<file path="src/rtl/bus_rr_sched_if.sv">
// Bus bundle between the round-robin scheduler and the device FIFOs /
// receive ports of the shared single-bus fabric.
//
//   pndng  : per-device "FIFO non-empty" flags (driver side)
//   D_pop  : per-device head packet, device i in [i*pckg_sz +: pckg_sz]
//   pop    : one-hot pop strobe back to the device FIFOs
//   push   : per-device write strobe into the receive ports (monitor side)
//   D_push : packet presented to all receive ports, qualified by push
//
// master : scheduler side; slave : device side.
interface bus_rr_sched_if #(
    parameter int unsigned drvrs   = 4,
    parameter int unsigned pckg_sz = 16
);
    logic [drvrs-1:0]         pndng;
    logic [drvrs*pckg_sz-1:0] D_pop;
    logic [drvrs-1:0]         pop;
    logic [drvrs-1:0]         push;
    logic [pckg_sz-1:0]       D_push;

    modport master (
        input  pndng,
        input  D_pop,
        output pop,
        output push,
        output D_push
    );

    modport slave (
        output pndng,
        output D_pop,
        input  pop,
        input  push,
        input  D_push
    );
endinterface

</file>
<file path="src/rtl/bus_rr_sched.sv">
// Round-robin scheduler for a shared single bus of `drvrs` FIFO-backed
// devices. One pending device is granted at a time: its head packet is
// popped, the destination ID in the top 8 bits is decoded, and the packet
// is pushed to the addressed device (or to every device except the source
// for the broadcast ID). Self-sends and out-of-range IDs raise a one-cycle
// drop pulse instead of a push.
//
// Ports:
//   clk      : system clock, rising edge
//   reset    : synchronous, active-high
//   bus      : bus_rr_sched_if.master (pndng, D_pop in; pop, push, D_push out)
//   grant_id : device currently granted, holds when idle
//   busy     : high while in POP or PUSH
//   drop     : one-cycle pulse for an undeliverable packet
//
// Optional build macro BUS_RR_SCHED_STATS_EN adds counters:
//   pkt_cnt[31:0]  : packets delivered with a non-zero push
//   bcast_cnt[31:0]: broadcast packets
//   drop_cnt[15:0] : drop pulses, saturating
module bus_rr_sched #(
    parameter int unsigned drvrs     = 4,
    parameter int unsigned pckg_sz   = 16,
    parameter logic [7:0]  broadcast = 8'hFF,
    localparam int         GW        = $clog2(drvrs)
) (
    input  logic          clk,
    input  logic          reset,
    bus_rr_sched_if.master bus,
    output logic [GW-1:0] grant_id,
    output logic          busy,
    output logic          drop
`ifdef BUS_RR_SCHED_STATS_EN
    ,
    output logic [31:0]   pkt_cnt,
    output logic [31:0]   bcast_cnt,
    output logic [15:0]   drop_cnt
`endif
);

    typedef enum logic [1:0] {
        IDLE,
        POP,
        PUSH
    } state_t;

    state_t             state;
    logic [GW-1:0]      rr_ptr;
    logic [pckg_sz-1:0] pkt;

    // Per-device head packet view of the flat D_pop bus.
    logic [pckg_sz-1:0] head [drvrs];
    for (genvar g = 0; g < drvrs; g++) begin : g_head
        assign head[g] = bus.D_pop[g*pckg_sz +: pckg_sz];
    end

    logic any_pndng;
    assign any_pndng = |bus.pndng;

    // Round-robin pick: first pending device after rr_ptr, wrapping.
    logic [GW-1:0] sel;
    logic [GW-1:0] idx;
    logic          found;
    always_comb begin
        sel   = rr_ptr;
        idx   = '0;
        found = 1'b0;
        for (int unsigned k = 1; k <= drvrs; k++) begin
            idx = GW'((32'(rr_ptr) + k) % drvrs);
            if (!found && bus.pndng[idx]) begin
                sel   = idx;
                found = 1'b1;
            end
        end
    end

    // Destination decode of the latched packet (used in POP).
    logic [7:0]       dest;
    logic [drvrs-1:0] push_nxt;
    logic             drop_nxt;
    logic             is_bcast;
    assign dest     = pkt[pckg_sz-1 -: 8];
    assign is_bcast = (dest == broadcast);

    always_comb begin
        push_nxt = '0;
        drop_nxt = 1'b0;
        if (is_bcast) begin
            push_nxt           = '1;
            push_nxt[grant_id] = 1'b0;
        end else if ((32'(dest) < drvrs) && (dest != 8'(grant_id))) begin
            push_nxt[dest[GW-1:0]] = 1'b1;
        end else begin
            drop_nxt = 1'b1;
        end
    end

    always_ff @(posedge clk) begin
        if (reset) begin
            state      <= IDLE;
            rr_ptr     <= GW'(drvrs - 1);
            pkt        <= '0;
            bus.pop    <= '0;
            bus.push   <= '0;
            bus.D_push <= '0;
            grant_id   <= '0;
            busy       <= 1'b0;
            drop       <= 1'b0;
`ifdef BUS_RR_SCHED_STATS_EN
            pkt_cnt    <= '0;
            bcast_cnt  <= '0;
            drop_cnt   <= '0;
`endif
        end else begin
            bus.pop  <= '0;
            bus.push <= '0;
            drop     <= 1'b0;
            case (state)
                IDLE, PUSH: begin
                    // PUSH shares the grant path so packets go back-to-back.
                    if (any_pndng) begin
                        bus.pop[sel] <= 1'b1;
                        pkt          <= head[sel];
                        grant_id     <= sel;
                        rr_ptr       <= sel;
                        busy         <= 1'b1;
                        state        <= POP;
                    end else begin
                        busy  <= 1'b0;
                        state <= IDLE;
                    end
                end
                POP: begin
                    bus.push   <= push_nxt;
                    bus.D_push <= pkt;
                    drop       <= drop_nxt;
                    busy       <= 1'b1;
                    state      <= PUSH;
`ifdef BUS_RR_SCHED_STATS_EN
                    if (push_nxt != '0)
                        pkt_cnt <= pkt_cnt + 32'd1;
                    if (is_bcast)
                        bcast_cnt <= bcast_cnt + 32'd1;
                    if (drop_nxt && (drop_cnt != 16'hFFFF))
                        drop_cnt <= drop_cnt + 16'd1;
`endif
                end
                default: begin
                    busy  <= 1'b0;
                    state <= IDLE;
                end
            endcase
        end
    end

endmodule

</file>
<file path="src/flat_wrapper.sv">
// flat-port wrapper written by rule: the top's interface ports become plain ports
module bus_rr_sched_flat 
#(
    parameter int unsigned drvrs     = 4,
    parameter int unsigned pckg_sz   = 16,
    parameter logic [7:0]  broadcast = 8'hFF,
    localparam int         GW        = $clog2(drvrs)
)
  (clk, reset, grant_id, busy, drop, bus_pndng, bus_D_pop, bus_pop, bus_push, bus_D_push);
  bus_rr_sched_if #(.drvrs(drvrs), .pckg_sz(pckg_sz)) bus_i ();
  input  logic clk;
  input  logic reset;
  output logic [GW-1:0] grant_id;
  output logic busy;
  output logic drop;
  input wire logic [$bits(bus_i.pndng)-1:0] bus_pndng;
  input wire logic [$bits(bus_i.D_pop)-1:0] bus_D_pop;
  output wire logic [$bits(bus_i.pop)-1:0] bus_pop;
  output wire logic [$bits(bus_i.push)-1:0] bus_push;
  output wire logic [$bits(bus_i.D_push)-1:0] bus_D_push;
  assign bus_i.pndng = bus_pndng;
  assign bus_i.D_pop = bus_D_pop;
  assign bus_pop = bus_i.pop;
  assign bus_push = bus_i.push;
  assign bus_D_push = bus_i.D_push;
  bus_rr_sched #(.drvrs(drvrs), .pckg_sz(pckg_sz), .broadcast(broadcast)) u_core (.clk(clk), .reset(reset), .bus(bus_i), .grant_id(grant_id), .busy(busy), .drop(drop));
endmodule
</file>
<file path="config.mk">
export PLATFORM = sky130hd
export DESIGN_NAME = bus_rr_sched_flat
export DESIGN_NICKNAME = d
export VERILOG_FILES = /design/src/rtl/bus_rr_sched_if.sv /design/src/rtl/bus_rr_sched.sv /design/src/flat_wrapper.sv
export SDC_FILE = /design/constraint.sdc
export NUM_CORES = 1
export LEC_CHECK = 0
export ABC_AREA = 1
export BUFFER_PORTS_ARGS = -buffer_cell sky130_fd_sc_hd__buf_4
export CAP_MARGIN = 20
export CORE_ASPECT_RATIO = 1.2
export CORE_UTILIZATION = 49
export DETAILED_ROUTE_END_ITERATION = 10
export PLACE_DENSITY_LB_ADDON = 0.3
export SYNTH_ARGS = -nofsm -noshare
export SYNTH_HDL_FRONTEND = slang
export SYNTH_SLANG_ARGS = --single-unit
export TNS_END_PERCENT = 5
</file>
<file path="constraint.sdc">
create_clock -name clk -period 1.7 [get_ports clk]
set_input_delay 0 -clock clk [delete_from_list [all_inputs] [get_ports clk]]
set_output_delay 0 -clock clk [all_outputs]
set_load 0.02 [all_outputs]
</file>
# Word level (Yosys, flattened, before mapping)
# Cells that the tools add are included.
# W data, S select, Z words.
# op_classes
addsub	4
order_cmp	12
eq_ne	4
n_mux	31
n_bitwise	5
n_reduce_logical	17
# op_table
op	count
$bmux W16 S2	1
$mux W16	2
$lt A2 B3 Y1 const B	7
$mux W1	13
$bmux W1 S2	4
$eq A8 B8 Y1 const B	1
$lt A8 B3 Y1 const B	1
$mux W2	4
$mux W4	2
$ne A8 B2 Y1	1
$logic_and A1 B1 Y1	7
$demux W1 S2	3
$ge A2 B1 Y1 const B	3
$reduce_or A3 Y1	2
$add A2 B1 Y2 const B	2
$add A2 B2 Y2 const B	2
$not A4 Y4	1
$pmux W2 S2	1
$reduce_or A2 Y1	2
$reduce_or A4 Y1	1
$ge A3 B3 Y1 const B	1
$logic_not A1 Y1	3
$not A1 Y1	3
$not A2 Y3	1
other kinds (5)	5
# word_totals
ff_bits	48
input_bits	70
output_inout_bits	28

# Logic depth before layout (Yosys ltp)
# Gate-level depths: netlist of the first run.
# depth
ltp_word	17
depth_mapped	15
mapped_depth_nobuf	15

# Least setup slack after synthesis of the first run
# No wires, ideal clock.
# synth_path
path_type	flip-flop to flip-flop
from	reg u_core.rr_ptr[0]
to	reg u_core.pkt[7]
arrival_time_ns	1.414
setup_slack_ns	0.172
path_stages_with_launch	16
path_buffers	2
cell_sequence	dfxtp_1 -> buf_6 -> nand2_2 -> nand2_2 -> nand2_1 -> nand2_2 -> nand2_2 -> nand2_1 -> nand2_1 -> nand2_2 -> nand2_4 -> inv_4 -> buf_6 -> nand3_2 -> nand3_1 -> nand2_1
# synth_between
elab_chain_len	17
# synth_lines
item	line	text
from (decl)	bus_rr_sched.sv:47	logic [GW-1:0] rr_ptr;
from (signal assigned)	bus_rr_sched.sv:100	rr_ptr <= GW'(drvrs - 1);
from (signal assigned)	bus_rr_sched.sv:124	rr_ptr <= sel;
$add A2 B1 Y2	bus_rr_sched.sv:68	idx = GW'((32'(rr_ptr) + k) % drvrs);
$bmux W1 S2	bus_rr_sched.sv:69	if (!found && bus.pndng[idx]) begin
$mux W1 (implied by the code)	bus_rr_sched.sv:69	
$mux W1	bus_rr_sched.sv:69	
$logic_not A1 Y1	bus_rr_sched.sv:69	
$logic_and A1 B1 Y1	bus_rr_sched.sv:69	
$mux W1	bus_rr_sched.sv:69	
$logic_not A1 Y1	bus_rr_sched.sv:69	
$logic_and A1 B1 Y1	bus_rr_sched.sv:69	
$mux W1	bus_rr_sched.sv:69	
$logic_not A1 Y1	bus_rr_sched.sv:69	
$logic_and A1 B1 Y1	bus_rr_sched.sv:69	
$mux W2 *	bus_rr_sched.sv:69	
$not A2 Y3 (implied by the code) *	bus_rr_sched.sv:122	pkt <= head[sel];
$bmux W16 S2 *	bus_rr_sched.sv:122	
$mux W16 (implied by the code) * (2 in series)	bus_rr_sched.sv:122	
to (signal assigned)	bus_rr_sched.sv:122	
to (decl)	bus_rr_sched.sv:48	logic [pckg_sz-1:0] pkt;
# Mark *: on every way between the ends. The rest lies on a longest branch, timed or not. The select of a mux whose other input is x is not followed.
# A chain may end at the register's enable or synchronous reset.

# Worst setup path after layout of the first run
# layout_path
from	reg u_core.rr_ptr[1]
to	reg u_core.pkt[14]
# Same word-level chain as after synthesis.

==> results of run 1 <==
==> worst min-delay path: cells and delay by family <==
family	cells	cell delay [ps]
simple gates	4	190
buf+inv	1	80
==> power groups by stage <==
| stage | Sequential [mW] | Clock, mW | Combinational (mW) |
|---|---|---|---|
| floorplan | 1.70 | 0 | 3.34 |
| global placement | 1.60 | 0 | 4.47 |
| detailed placement | 1.60 | 0 | 4.56 |
| CTS | 1.58 | 0.723 | 4.68 |
| global route | 1.64 | 0.772 | 7.11 |
| finish | 1.62 | 0.716 | 6.63 |
==> stage by stage <==
stage	total power [mW]	instance area, um2
floorplan	5.04	2490
global placement	6.07	3310
detailed placement	6.16	3310
CTS	6.98	3460
global route	9.53	3860
finish	8.97	3860
==> per-layer routing <==
metal	vias up	wire (um)	GRT usage, %
met5	-	0	0
met4	0	239	7.66
met3	23	444	3.69
met2	117	4300	44.9
met1	1402	3200	32.0
li1	1448	-	-
==> flip-flops by register name, summed over array words and instances (netlist names) <==
register and cells:
u_core.bus.D_push 16, u_core.pkt 16, u_core.bus.pop 4, u_core.bus.push 4, u_core.grant_id 2, u_core.rr_ptr 2, u_core.state 2, u_core.busy 1
u_core.drop 1
==> logic make-up after synthesis <==
group | after synthesis | share of synthesized area, %
compound gates | 35 | 7.24
simple gates | 256 | 46.3
flops | 48 | 38.6
buf+inv | 39 | 7.89
==> Yosys cell counts <==
cell type,instances,share of area [%]
sky130_fd_sc_hd__inv_1,18,2.7
sky130_fd_sc_hd__buf_4,1,0.30
sky130_fd_sc_hd__nand2_1,142,21
sky130_fd_sc_hd__nand3_2,9,3.6
sky130_fd_sc_hd__nand2_2,14,3.5
sky130_fd_sc_hd__inv_4,1,0.25
sky130_fd_sc_hd__dfxtp_1,48,39
sky130_fd_sc_hd__buf_2,5,1.0
sky130_fd_sc_hd__nor2_1,29,4.4
sky130_fd_sc_hd__o21ai_0,20,4.0
sky130_fd_sc_hd__nand2_4,2,0.90
sky130_fd_sc_hd__nor3_1,3,0.60
sky130_fd_sc_hd__nor2_2,4,1.0
sky130_fd_sc_hd__a21oi_1,12,2.4
sky130_fd_sc_hd__a31oi_1,1,0.25
sky130_fd_sc_hd__buf_6,5,2.3
sky130_fd_sc_hd__nand3_1,50,10
sky130_fd_sc_hd__inv_2,4,0.60
sky130_fd_sc_hd__nand4_1,2,0.50
sky130_fd_sc_hd__nor4_1,1,0.25
sky130_fd_sc_hd__o22ai_1,1,0.25
sky130_fd_sc_hd__o31ai_1,1,0.30
sky130_fd_sc_hd__clkbuf_1,5,0.75
==> path summary, 6_finish.rpt <==
kind	slack [ps]	end
setup / recovery	-150	u_core.pkt[14]
hold / removal	-3	u_core.pkt[2]
hold reg to reg	470	u_core.pkt[15]
setup reg to reg	-150	u_core.pkt[14]
==> layout make-up <==
type                            instances  area share, %
Clock buffer                            6           2.14
Clock inverter                          2          0.388
Inverter                               23           2.82
Multi-Input combinational cell        292           40.3
Sequential cell                        48           25.0
Tap cell                               60           1.94
Timing Repair Buffer                  125           27.5
==> repair_timing <==
action / CTS / global route
resized for setup: 5 / 62
hold endpoints to repair: 3 / 0
setup endpoints to repair: 20 / 24
setup buffers: 0 / 10
cloned: 0 / 3
pin swaps: 0 / 23
hold buffers: 3 / 0
==> tab_implementation.tex, run 1 <==
\begin{tabular}{lr}
\hline
Metric & Value \\
\hline
\multicolumn{2}{l}{\textbf{Run status}} \\
Status & finished with violations \\
Violations in the final reports & hold timing, setup timing \\
\multicolumn{2}{l}{\textbf{Placed design}} \\
Cell total after placement & 532 \\
Number of buffer cells added on primary ports & 97 \\
DP Wirelength & 5.07 mm \\
Worst slack at placement & -80.7 ps \\
Last weighted congestion value of the routability-driven placer & 0.913 \\
\multicolumn{2}{l}{\textbf{Timing}} \\
Hold violation count in the final report & 1 \\
Summed negative setup slack over all endpoints & -1480 ps \\
Slew Limit Fails & 0 \\
Pin slew with the least headroom to its limit & 753 ps \\
Setup repair after global routing missed its margin & true \\
Worst Hold Slack & -3.18 ps \\
Final period demand of the worst path & 1850 ps \\
Slew headroom & 49.7\% \\
Post-route setup slack & -155 ps \\
Peak clock frequency supported by timing & 539 MHz \\
Final clock skew & 6.50 ps \\
Post-route clock period utilization & 109\% \\
Final count of negative-setup-slack endpoints & 22 \\
\multicolumn{2}{l}{\textbf{Worst setup path}} \\
Highest fanout seen on the critical path & 9 \\
Worst endpoint required time & 1940 ps \\
Worst Setup Start Kind & register \\
Critical path cell sequence & buf\_6 > nand2\_2 > nand2\_4 > nand2\_4 > nand2\_4 > nor2\_4 > nand3\_2 > nand2\_4 > clkinv\_8 > buf\_12 > nand3\_2 > nand3\_1 > nand2\_1 \\
Crit path buffers/inverters & 3 \\
Cells on worst reg2reg path & 13 \\
Slowest-stage cell, CP & sky130\_fd\_sc\_hd\_\_dfxtp\_2 \\
Reg-to-Reg Start & u\_core.rr\_ptr[1] \\
Cell family with most CP delay & simple AND/OR/NAND/NOR gates \\
Startpoint-to-endpoint class of the critical path & register to register \\
Crit path largest cell delay & 360 ps \\
Category of the worst setup path capture point & register \\
Arr. time, crit path & 2100 ps \\
Number of gates on the worst path with buffers counted & 13 \\
Library cell appearing most often on the critical path & sky130\_fd\_sc\_hd\_\_nand2\_4 \\
Launching instance or port of the critical path & u\_core.rr\_ptr[1] \\
\multicolumn{2}{l}{\textbf{Final layout}} \\
Number of antenna diodes & 0 \\
Layout net count & 565 \\
Register cell area after layout & 966 um2 \\
Proportion of layout cells with a drive suffix above 1 & 38.7\% \\
Multi-input combinational cell area & 0.00156 mm2 \\
Leading cell types in the layout, fill and taps excluded & 126 x sky130\_fd\_sc\_hd\_\_nand2\_1, 110 x sky130\_fd\_sc\_hd\_\_buf\_4, 46 x sky130\_fd\_sc\_hd\_\_dfxtp\_1 \\
Utilization of the core after routing & 78.8\% \\
Layout overhead on the synthesized area & 55.3\% \\
Non-filler cells, final & 556 \\
Most common cell after layout, fill and taps aside & sky130\_fd\_sc\_hd\_\_nand2\_1 \\
Filler Cell Count & 338 \\
\multicolumn{2}{l}{\textbf{Detailed routing}} \\
Number of remaining DRC errors & 0 \\
First-pass DRT Iterations & 4 \\
Total detailed-routing wirelength & 8.18 mm \\
Number of nets with antenna violations after routing & 0 \\
Total number of vias & 2,990 \\
Number of DRC markers in iteration 0 & 250 \\
Vias per inst & 5.38 \\
Wirelength per Cell & 14.7 um \\
\multicolumn{2}{l}{\textbf{Synthesis}} \\
Count of warnings emitted by yosys & 0 \\
Number of nets produced by synthesis & 448 \\
Average footprint of a synthesized cell & 6.58 um2 \\
Yosys cell types & 23 \\
Synthesized instance count & 378 \\
Summed instance area of the synthesized netlist & 0.00249 mm2 \\
Register area share after synthesis & 38.6\% \\
Synthesis-stage register bit count & 48 \\
\multicolumn{2}{l}{\textbf{Floorplan}} \\
Effective utilization at floorplan & 50.7\% \\
I/O pin count & 98 \\
Y dimension of the die & 80.1 um \\
Count of standard-cell rows & 28 \\
Area of the die & 0.00537 mm2 \\
Core area & 0.00490 mm2 \\
Die W & 67.1 um \\
\multicolumn{2}{l}{\textbf{Clock network}} \\
Clock latency of the later-clocked register in the worst-skew pair & 300 ps \\
CTS clk-pin slew, worst paths & 90 ps \\
Max H-tree Level & 2 \\
Clock Path Buffers & 2 \\
Clock tree from TritonCTS & built \\
Clock buffer count from CTS & 5 \\
Library cell used as clock root buffer & sky130\_fd\_sc\_hd\_\_clkbuf\_8 \\
Clock sink count & 48 \\
\multicolumn{2}{l}{\textbf{Power and ir drop}} \\
Maximum vdd drop & 2050 uV \\
Power spent charging and discharging nets & 4.44 mW \\
Comb pwr share & 74.0\% \\
Internal Power & 4.52 mW \\
Switching share of total power & 49.5\% \\
Power per standard cell area & 2320 mW/mm2 \\
Proportion of power drawn by the clock network & 8.0\% \\
Power share of the sequential group & 18.1\% \\
Static Leakage & 1.95 nW \\
\multicolumn{2}{l}{\textbf{Global routing}} \\
Largest net degree at the start of global routing & 34 \\
Initial antenna violation count & 0 \\
Wire length of the first global-routing pass & 10.7 mm \\
Remaining Overflow, GRT & 0 \\
Total Routing Usage GR & 25.8\% \\
Vias in the first global route & 2,493 \\
\multicolumn{2}{l}{\textbf{Hold path}} \\
HP Start & bus\_D\_pop[2] \\
Worst hold stages & 5 \\
Class of the tightest hold or removal check & input pin to register \\
\multicolumn{2}{l}{\textbf{Run}} \\
Reported max-cap violation count & 0 \\
\hline
\end{tabular}
Note: power is estimated with default switching activity, not from simulation.
==> run 2, diff against run 1 <==
- CORE_ASPECT_RATIO: 1.2 -> unset
==> run 2 against run 1 <==
Effect of this change:
- the flow finishes with violations (setup timing)
- sequential power about the same
- hold slack improved by 14 ps
- final area decreased by 6.5%
- critical path depth increased by 2
- non-clock buffer count decreased by 8
- combinational power decreased by 24%
- cell count decreased by 0.18%
- via count decreased by 4.1%
- fmax increased by 7.9%
- core utilization decreased by 3.8 points
- routed wire length decreased by 12%
- count of clock-buffer cells in the layout unchanged
==> tab_implementation.tex, run 2 (synthesis gave the netlist of run 1 again) <==
\begin{tabular}{lr}
\hline
Metric & Value \\
\hline
\multicolumn{2}{l}{\textbf{Run status}} \\
Status & finished with violations \\
Violations in the final reports & setup timing \\
\multicolumn{2}{l}{\textbf{Clock network}} \\
Max H-tree Level & 2 \\
Clock sink count & 48 \\
Clock tree from TritonCTS & built \\
Clock latency of the later-clocked register in the worst-skew pair & 300 ps \\
CTS clk-pin slew, worst paths & 90 ps \\
Clock buffer count from CTS & 5 \\
Library cell used as clock root buffer & sky130\_fd\_sc\_hd\_\_clkbuf\_8 \\
Clock Path Buffers & 2 \\
\multicolumn{2}{l}{\textbf{Timing}} \\
Pin slew with the least headroom to its limit & 555 ps \\
Final period demand of the worst path & 1720 ps \\
Peak clock frequency supported by timing & 582 MHz \\
Final count of negative-setup-slack endpoints & 1 \\
Post-route setup slack & -18.7 ps \\
Final clock skew & 4.75 ps \\
Slew headroom & 62.8\% \\
Setup repair after global routing missed its margin & true \\
Post-route clock period utilization & 101\% \\
Summed negative setup slack over all endpoints & -18.7 ps \\
Hold violation count in the final report & 0 \\
Slew Limit Fails & 0 \\
\multicolumn{2}{l}{\textbf{Detailed routing}} \\
Number of nets with antenna violations after routing & 0 \\
Number of remaining DRC errors & 0 \\
Vias per inst & 5.17 \\
Wirelength per Cell & 12.9 um \\
Total detailed-routing wirelength & 7.17 mm \\
First-pass DRT Iterations & 4 \\
Number of DRC markers in iteration 0 & 154 \\
Total number of vias & 2,868 \\
\multicolumn{2}{l}{\textbf{Floorplan}} \\
Die W & 73.3 um \\
I/O pin count & 98 \\
Core area & 0.00482 mm2 \\
Y dimension of the die & 73.3 um \\
Effective utilization at floorplan & 51.7\% \\
Count of standard-cell rows & 25 \\
Area of the die & 0.00537 mm2 \\
\multicolumn{2}{l}{\textbf{Final layout}} \\
Layout net count & 557 \\
Biggest regs & u\_core.bus.D\_push x16, u\_core.pkt x16 \\
Post-layout instance area & 0.00361 mm2 \\
Layout overhead on the synthesized area & 45.2\% \\
Proportion of layout cells with a drive suffix above 1 & 33.8\% \\
Non-filler cells, final & 555 \\
Leading cell types in the layout, fill and taps excluded & 136 x sky130\_fd\_sc\_hd\_\_nand2\_1, 104 x sky130\_fd\_sc\_hd\_\_buf\_4, 48 x sky130\_fd\_sc\_hd\_\_nand3\_1 \\
Number of antenna diodes & 0 \\
Most common cell after layout, fill and taps aside & sky130\_fd\_sc\_hd\_\_nand2\_1 \\
\multicolumn{2}{l}{\textbf{Worst setup path}} \\
Reg-to-Reg Start & u\_core.rr\_ptr[0] \\
Highest fanout seen on the critical path & 8 \\
Cells on worst reg2reg path & 15 \\
Category of the worst setup path capture point & register \\
FF-to-FF setup slack & -20 ps \\
Worst endpoint required time & 1900 ps \\
Startpoint-to-endpoint class of the critical path & register to register \\
Worst Setup Start Kind & register \\
R2R Path End & u\_core.pkt[0] \\
Arr. time, crit path & 1920 ps \\
\multicolumn{2}{l}{\textbf{Placed design}} \\
Number of buffer cells added on primary ports & 97 \\
Last weighted congestion value of the routability-driven placer & 0.848 \\
Cell total after placement & 535 \\
DP Wirelength & 5.00 mm \\
Area post-placement & 0.00327 mm2 \\
\multicolumn{2}{l}{\textbf{Hold path}} \\
Worst hold stages & 5 \\
HP Start & bus\_D\_pop[1] \\
Class of the tightest hold or removal check & input pin to register \\
Worst Hold Endpoint & u\_core.pkt[1] \\
\multicolumn{2}{l}{\textbf{Global routing}} \\
Wire length of the first global-routing pass & 10.8 mm \\
Vias in the first global route & 2,640 \\
Largest net degree at the start of global routing & 34 \\
Remaining Overflow, GRT & 0 \\
Initial antenna violation count & 0 \\
Total Routing Usage GR & 25.8\% \\
\multicolumn{2}{l}{\textbf{Power and ir drop}} \\
Static Leakage & 1.84 nW \\
Maximum vdd drop & 1420 uV \\
Power per standard cell area & 2080 mW/mm2 \\
\multicolumn{2}{l}{\textbf{Run}} \\
Reported max-cap violation count & 0 \\
\hline
\end{tabular}
==> run 2: cell count changes in the layout (fill, tap and decap cells not counted), moves of 2 or more <==
cell                            change
sky130_fd_sc_hd__nand2_4           -13
sky130_fd_sc_hd__nand2_1           +10
sky130_fd_sc_hd__buf_4              -6
sky130_fd_sc_hd__nand2_2            +5
sky130_fd_sc_hd__nand3_1            +5
sky130_fd_sc_hd__nand3_2            -5
sky130_fd_sc_hd__dlygate4sd3_1      +4
sky130_fd_sc_hd__buf_12             -3
sky130_fd_sc_hd__buf_8              -2
sky130_fd_sc_hd__clkbuf_16          -2
sky130_fd_sc_hd__clkinvlp_4         -2
sky130_fd_sc_hd__nand2_8            -2
==> run 2: per-stage QoR <==
| step | setup slack [ps] | util [%] | total power [mW] | hold WS (ps) |
|---|---|---|---|---|
| after floorplan | 172 | - | 5.04 | 94.3 |
| after global placement | 10.3 | 67.9 | 5.81 | 239 |
| after detailed placement | -45.1 | 67.9 | 5.93 | 237 |
| after CTS | 6.94 | 72.3 | 6.88 | 1.57 |
| after global routing | -90.3 | 75.0 | 8.08 | 33.3 |
| final | -18.7 | 75.0 | 7.53 | 10.9 |
==> run 2: critical path, stage by stage (launching register included) <==
cell and delay, ps:
sky130_fd_sc_hd__dfxtp_2 360, sky130_fd_sc_hd__buf_6 140, sky130_fd_sc_hd__nand2_2 60, sky130_fd_sc_hd__nand2_2 100, sky130_fd_sc_hd__nand2_2 90, sky130_fd_sc_hd__nand2_4 110
sky130_fd_sc_hd__inv_4 50, sky130_fd_sc_hd__nand2_2 80, sky130_fd_sc_hd__nand2_4 100, sky130_fd_sc_hd__buf_6 150, sky130_fd_sc_hd__nand3_2 50, sky130_fd_sc_hd__nand2_1 80
sky130_fd_sc_hd__nand2_1 70, sky130_fd_sc_hd__nand2_1 60, sky130_fd_sc_hd__nand2_1 60, sky130_fd_sc_hd__nand2_1 50
==> run 2: power by group <==
group | internal [mW] | leakage [nW] | switching (mW)
logic | 1.89 | 1.38 | 3.18
clock network | 0.481 | 0.0614 | 0.379
registers | 1.41 | 0.395 | 0.187
total | 3.78 | 1.84 | 3.74
==> run 2: timing repair <==
action | 4_1_cts | 5_1_grt
gates resized for setup | 5 | 25
endpoints found under the setup margin | 18 | 17
hold buffers | 7 | 0
setup buffers | 0 | 2
endpoints found under the hold margin | 5 | 0
pin swaps | 0 | 5
cloned | 0 | 2
==> run 2: routing by layer <==
| layer | routed length (um) | global-route usage (%) | part of all wire (%) |
|---|---|---|---|
| met5 | 0 | 0 | 0 |
| met4 | 218 | 10.2 | 3.0 |
| met1 | 2780 | 27.3 | 39 |
| met2 | 3820 | 49.7 | 53 |
| met3 | 353 | 5.08 | 4.9 |
==> run 2: how the worst max path moves through the flow <==
stage                                 from               end  slack (ps)  cells after the start
after detailed placement  u_core.rr_ptr[0]    u_core.pkt[15]         -50                     13
after CTS                 u_core.rr_ptr[0]     u_core.pkt[0]           7                     15
after floorplan           u_core.rr_ptr[0]     u_core.pkt[7]         170                     15
after global routing      u_core.rr_ptr[0]     u_core.pkt[0]         -90                     15
final                     u_core.rr_ptr[0]     u_core.pkt[0]         -20                     15
after global placement    u_core.rr_ptr[1]  u_core.rr_ptr[1]          10                     11
==> run 2: area by class of cell <==
type                       instances  area, um2
tap                               67       83.8
fill                             408       1200
inverter                          23       98.8
timing repair buffer             117        927
clock buffer                       6       82.6
sequential                        48        966
clock inverter                     2       38.8
multi-input combinational        292       1420
